[src/rtl/ula_multiciclo_pkg.sv]
// Shared opcode constants and FSM state encoding for the multicycle ALU.
package ula_multiciclo_pkg;

  localparam logic [3:0] ULA_ADD  = 4'd0;
  localparam logic [3:0] ULA_SUB  = 4'd1;
  localparam logic [3:0] ULA_MULT = 4'd2;
  localparam logic [3:0] ULA_DIV  = 4'd3;
  localparam logic [3:0] ULA_AND  = 4'd4;
  localparam logic [3:0] ULA_OR   = 4'd5;
  localparam logic [3:0] ULA_XOR  = 4'd6;
  localparam logic [3:0] ULA_NOT  = 4'd7;

  typedef enum logic [1:0] {
    S_IDLE = 2'd0,
    S_EXEC = 2'd1,
    S_DONE = 2'd2
  } state_t;

endpackage

[src/rtl/ula_muldiv.sv]
// Iterative datapath: shift-add multiplier and restoring divider, one step per cycle.
// Both engines load and step together; the controller picks the relevant outputs.
module ula_muldiv #(
  parameter int WIDTH = 4
) (
  input  logic               clock,
  input  logic               reset,
  input  logic               load_i,
  input  logic               step_i,
  input  logic [WIDTH-1:0]   a_i,
  input  logic [WIDTH-1:0]   b_i,
  output logic [2*WIDTH-1:0] product_o,
  output logic [WIDTH-1:0]   quotient_o,
  output logic [WIDTH-1:0]   remainder_o
);

  logic [2*WIDTH-1:0] acc_q, mcand_q;
  logic [WIDTH-1:0]   mplier_q, rem_q, quo_q, dvs_q;
  logic [WIDTH:0]     rem_shift, rem_diff;
  logic               fits;

  // Remainder stays below the divisor, so the shifted value fits in WIDTH+1 bits.
  assign rem_shift = {rem_q, quo_q[WIDTH-1]};
  assign fits      = (rem_shift >= {1'b0, dvs_q});
  assign rem_diff  = rem_shift - {1'b0, dvs_q};

  always_ff @(posedge clock) begin
    if (reset) begin
      acc_q    <= '0;
      mcand_q  <= '0;
      mplier_q <= '0;
      rem_q    <= '0;
      quo_q    <= '0;
      dvs_q    <= '0;
    end else if (load_i) begin
      acc_q    <= '0;
      mcand_q  <= {{WIDTH{1'b0}}, a_i};
      mplier_q <= b_i;
      rem_q    <= '0;
      quo_q    <= a_i;
      dvs_q    <= b_i;
    end else if (step_i) begin
      if (mplier_q[0]) acc_q <= acc_q + mcand_q;
      mcand_q  <= mcand_q << 1;
      mplier_q <= mplier_q >> 1;
      rem_q    <= fits ? rem_diff[WIDTH-1:0] : rem_shift[WIDTH-1:0];
      quo_q    <= {quo_q[WIDTH-2:0], fits};
    end
  end

  assign product_o   = acc_q;
  assign quotient_o  = quo_q;
  assign remainder_o = rem_q;

endmodule

[src/rtl/ula_multiciclo.sv]
// Multicycle ALU: single-cycle logic/add/sub, iterative MULT/DIV via ula_muldiv.
// state | meaning: IDLE waiting for start | EXEC operation running | DONE result valid, done pulse
module ula_multiciclo
  import ula_multiciclo_pkg::*;
#(
  parameter int WIDTH = 4
) (
  input  logic               clock,
  input  logic               reset,
  input  logic               start,
  input  logic [3:0]         opcode,
  input  logic [WIDTH-1:0]   operando1,
  input  logic [WIDTH-1:0]   operando2,
  output logic [2*WIDTH-1:0] result,
  output logic               busy,
  output logic               done,
  output logic               zero,
  output logic               erro
);

  localparam int CW = $clog2(WIDTH + 1);

  state_t             state_q;
  logic [3:0]         op_q;
  logic [WIDTH-1:0]   a_q, b_q;
  logic [CW-1:0]      cnt_q;
  logic [2*WIDTH-1:0] result_q, res_d;
  logic               busy_q, done_q, zero_q, erro_q, erro_d;
  logic               accept, iterative;
  logic [2*WIDTH-1:0] product;
  logic [WIDTH-1:0]   quotient, remainder;

  assign accept    = start && (state_q != S_EXEC);
  // Divide-by-zero skips the iterations and completes like a simple op.
  assign iterative = (opcode == ULA_MULT) || ((opcode == ULA_DIV) && (operando2 != '0));

  ula_muldiv #(.WIDTH(WIDTH)) u_muldiv (
    .clock       (clock),
    .reset       (reset),
    .load_i      (accept),
    .step_i      ((state_q == S_EXEC) && (cnt_q != '0)),
    .a_i         (operando1),
    .b_i         (operando2),
    .product_o   (product),
    .quotient_o  (quotient),
    .remainder_o (remainder)
  );

  always_comb begin
    res_d  = '0;
    erro_d = 1'b0;
    case (op_q)
      ULA_ADD:  res_d = {{WIDTH{1'b0}}, a_q} + {{WIDTH{1'b0}}, b_q};
      ULA_SUB:  res_d = {{WIDTH{1'b0}}, a_q} - {{WIDTH{1'b0}}, b_q};
      ULA_MULT: res_d = product;
      ULA_DIV: begin
        if (b_q == '0) begin
          res_d  = {a_q, {WIDTH{1'b1}}};
          erro_d = 1'b1;
        end else begin
          res_d = {remainder, quotient};
        end
      end
      ULA_AND:  res_d = {{WIDTH{1'b0}}, a_q & b_q};
      ULA_OR:   res_d = {{WIDTH{1'b0}}, a_q | b_q};
      ULA_XOR:  res_d = {{WIDTH{1'b0}}, a_q ^ b_q};
      ULA_NOT:  res_d = {{WIDTH{1'b0}}, ~a_q};
      default:  erro_d = 1'b1;
    endcase
  end

  always_ff @(posedge clock) begin
    if (reset) begin
      state_q  <= S_IDLE;
      op_q     <= '0;
      a_q      <= '0;
      b_q      <= '0;
      cnt_q    <= '0;
      result_q <= '0;
      busy_q   <= 1'b0;
      done_q   <= 1'b0;
      zero_q   <= 1'b0;
      erro_q   <= 1'b0;
    end else begin
      done_q <= 1'b0;
      case (state_q)
        S_IDLE, S_DONE: begin
          if (accept) begin
            state_q <= S_EXEC;
            busy_q  <= 1'b1;
            op_q    <= opcode;
            a_q     <= operando1;
            b_q     <= operando2;
            cnt_q   <= iterative ? CW'(WIDTH) : '0;
          end else begin
            state_q <= S_IDLE;
          end
        end
        S_EXEC: begin
          if (cnt_q == '0) begin
            state_q  <= S_DONE;
            busy_q   <= 1'b0;
            done_q   <= 1'b1;
            result_q <= res_d;
            zero_q   <= (res_d == '0);
            erro_q   <= erro_d;
          end else begin
            cnt_q <= cnt_q - CW'(1);
          end
        end
        default: state_q <= S_IDLE;
      endcase
    end
  end

  assign result = result_q;
  assign busy   = busy_q;
  assign done   = done_q;
  assign zero   = zero_q;
  assign erro   = erro_q;

endmodule

[config.mk]
export PLATFORM = sky130hd
export DESIGN_NAME = ula_multiciclo
export DESIGN_NICKNAME = d
export VERILOG_FILES = /design/src/rtl/ula_multiciclo_pkg.sv /design/src/rtl/ula_muldiv.sv /design/src/rtl/ula_multiciclo.sv
export SDC_FILE = /design/constraint.sdc
export NUM_CORES = 1
export LEC_CHECK = 0
export ABC_AREA = 1
export CAP_MARGIN = 40
export CORE_MARGIN = 2
export CORE_UTILIZATION = 55
export CTS_BUF_LIST = sky130_fd_sc_hd__clkbuf_2
export DETAILED_ROUTE_END_ITERATION = 16
export PLACE_DENSITY = 0.76
export SYNTH_ARGS = -nofsm -noshare
export SYNTH_HDL_FRONTEND = slang
export SYNTH_SLANG_ARGS = --single-unit
[constraint.sdc]
create_clock -name clock -period 2.48 [get_ports clock]
set_input_delay 0.496 -clock clock [delete_from_list [all_inputs] [get_ports clock]]
set_output_delay 0.496 -clock clock [all_outputs]
set_load 0.02 [all_outputs]
==> out/metrics.yaml <==
outcome:
  outcome: "complete, no violations"
pwr:
  max-vdd-ir-drop_mv: 0.426
  p_per_area_mw_per_mm2: 652
  netSwitchingPower_uw: 883
  power_leakage_nw: 1.81
  switching_share_pct: 33.7
  pwr-share-comb_pct: 27.4
  p_clk_share_pct: 30.0
  p_int_mw: 1.74
  pwr-share-seq_pct: 42.6
setup_path:
  slowest_stage: "fa_1"
  endpoint_kind: "flip-flop"
  crit_family: "simple AND/OR/NAND/NOR gates"
  cp_num_buf_inv: 2
  arrival_ns: 2.58
  max_stage_delay_ns: 0.39
  required_ns: 2.92
  path_max_fanout: 5
  crit_chain: "inv_1 > ha_1 > fa_1 > inv_1 > nand3_1 > nand3_2 > o21ai_0 > nor2_1 > nand3_1 > nor2_1 > nand2_1 > a21oi_2"
  start_kind: "flip-flop"
  criticalPathCategory: "reg2reg"
final_layout:
  final_common_cell: "nand2_1"
  final_cell_mix: "nand2_1 (116), dfxtp_1 (61), inv_1 (56)"
  diodes: 0
  layout-drive-gt1-share_pct: 8.96
  nets: 575
  finalNonFillerCells: 613
  fin_area_mm2: 0.00402
  area_growth_syn_to_layout_pct: 13.8
sta:
  hold_ws_ns: 0.480
  fin_skew_ns: 0.0270
  setup_viol: 0
  setup_ws_ns: 0.341
  maxSlewHeadroom_pct: 51.9
  fmax_mhz: 468
  rsz0062_at_grt: "no"
  tns_ns: 0
  finalCritPeriodShare_pct: 86.2
  finalHoldViolations: 0
  period_minus_slack_ns: 2.14
  tightest_slew_ns: 0.719
  slew_violations: 0
floorplan:
  core.rowCount: 29
  die_h_um: 84.1
  core_area_mm2: 0.00628
  die_w_um: 84.1
  design.die.area_mm2: 0.00707
  initial_core_util_pct: 56.2
  io_pins: 27
logic_synthesis:
  ys_seq_elements: 61
  syn_nets: 544
  yosys.cell_types.count: 37
  synth_top_area_share_pct: 34.6
  yosys_warnings: 0
  yosysSeqAreaShare_pct: 34.6
  syn_inst: 500
  yosysTopAreaCell: "dfxtp_1"
  netlist_area_mm2: 0.00353
  synthTopCellsByArea: "dfxtp_1 (35%), nand2_1 (12%), ha_1 (8.9%), nand3_1 (7.1%), inv_1 (6.0%)"
  avgSynthCellArea_um2: 7.06
global_routing:
  first_global_vias: 3225
  track_usage_pct: 26.3
  antenna_found_initial: 0
  grt_max_degree: 25
  grt_pass1_wl_um: 15000
  grt_overflow: 0
clocking:
  cts_buffers: 9
  clock-sinks: 61
  cts_hold_buf: 0
  clk_pin_slew_ns: 0.18
  htreeDepth: 3
  cts_resized: 0
  insertion_delay_ns: 0.48
  cts_tree: "yes"
  post_cts_buffers: 0
  ctsRootBufferMaster: "clkbuf_2"
  cts_buffer_depth: 2
placement:
  place_ws_ns: 0.387
  port_buffers: 26
  dpl_cell_area_mm2: 0.00387
  dp_hpwl_um: 6830
  dp_cells: 597
  gp_congestion: 0.969
route:
  wl_per_cell_um: 14.5
  firstDrtPassIters: 10
  drtIter0Drc: 178
  routed_wl_um: 8900
  ant_nets: 0
  route.detailed.drc: 0
  via_per_inst: 5.54
  num_vias: 3399
run:
  cap_violations: 0
hold_path:
  hold_class: "reg2reg"
[cells in the mapped netlist (all sizes together)]
cell,count
a211oi,1
dfxtp,61
nor3,4
a21oi,42
nor3b,1
a31oi,12
buf,7
clkbuf,4
xnor2,4
nand3b,4
nand3,51
o22ai,2
clkinv,2
nor2,35
o211ai,3
o211a,1
fa,4
o21ai,40
nand2,121
xor2,3
nand4,1
ha,25
inv,69
or2,2
o21bai,1
[worst min-delay path, delay by kind of cell (launching register included)]
family | cells | cell delay [ns]
AO/OA/AOI/OAI | 1 | 0.05
flip-flops | 1 | 0.35
AND/OR/NAND/NOR | 1 | 0.06
[final cells by class]
cell class / instances / area, um^2
Inverter: 71 / 267
Multi-Input combinational cell: 357 / 1980
Timing Repair Buffer: 31 / 298
Sequential cell: 61 / 1220
Tap cell: 77 / 96.3
Clock inverter: 6 / 101
Clock buffer: 10 / 50.0
Fill cell: 591 / 2260
[flip-flops by register name, summed over array words and instances (netlist names), 2 cells and up]
| name | cells |
|---|---|
| u_muldiv.product_o | 8 |
| u_muldiv.remainder_o | 4 |
| op_q | 4 |
| b_q | 4 |
| u_muldiv.mcand_q | 8 |
| result | 8 |
| state_q | 2 |
| u_muldiv.dvs_q | 4 |
| a_q | 4 |
| u_muldiv.quotient_o | 4 |
| cnt_q | 3 |
| u_muldiv.mplier_q | 4 |
[power by group through the flow]
stage / sequential (mW) / clock [mW] / combinational, mW
after global placement: 1.13 / 0 / 0.689
after CTS: 1.12 / 0.796 / 0.706
after detailed placement: 1.14 / 0 / 0.701
after floorplan: 1.14 / 0 / 0.494
final: 1.12 / 0.786 / 0.718
after global routing: 1.13 / 0.846 / 0.803
[worst paths after layout]
check             depth (start not counted)  slack, ns   start  endpoint
setup / recovery                         12       0.34  a_q[0]      zero
hold reg to reg                           2       0.48    busy      busy
hold / removal                            2       0.48    busy      busy
setup reg to reg                         12       0.34  a_q[0]      zero
[stage by stage]
stage	power [mW]	utilization [%]
2_1_floorplan	1.63	-
4_1_cts	2.62	64.0
3_5_place_dp	1.84	61.6
3_3_place_gp	1.82	61.6
6_report	2.62	64.0
5_1_grt	2.77	64.0
[cells by family after synthesis]
kind of cell             count (synthesis)  synth area share (%)
adder cells (fa/ha/maj)                 29                  11.1
AND/OR/NAND/NOR                        219                  27.7
XOR/XNOR                                 7                  1.74
flip-flops                              61                  34.6
AO/OA/AOI/OAI                          102                  15.7
buffers and inverters                   82                  9.18
[metal layers]
metal	vias to the layer above	part of all wire, %	track usage (%)
li1	1703	-	-
met1	1563	44	33.7
met2	110	48	44.4
met3	23	5.2	4.45
met4	0	2.4	9.97
met5	-	0	0
No activity file was read; power rests on OpenSTA's default activity.
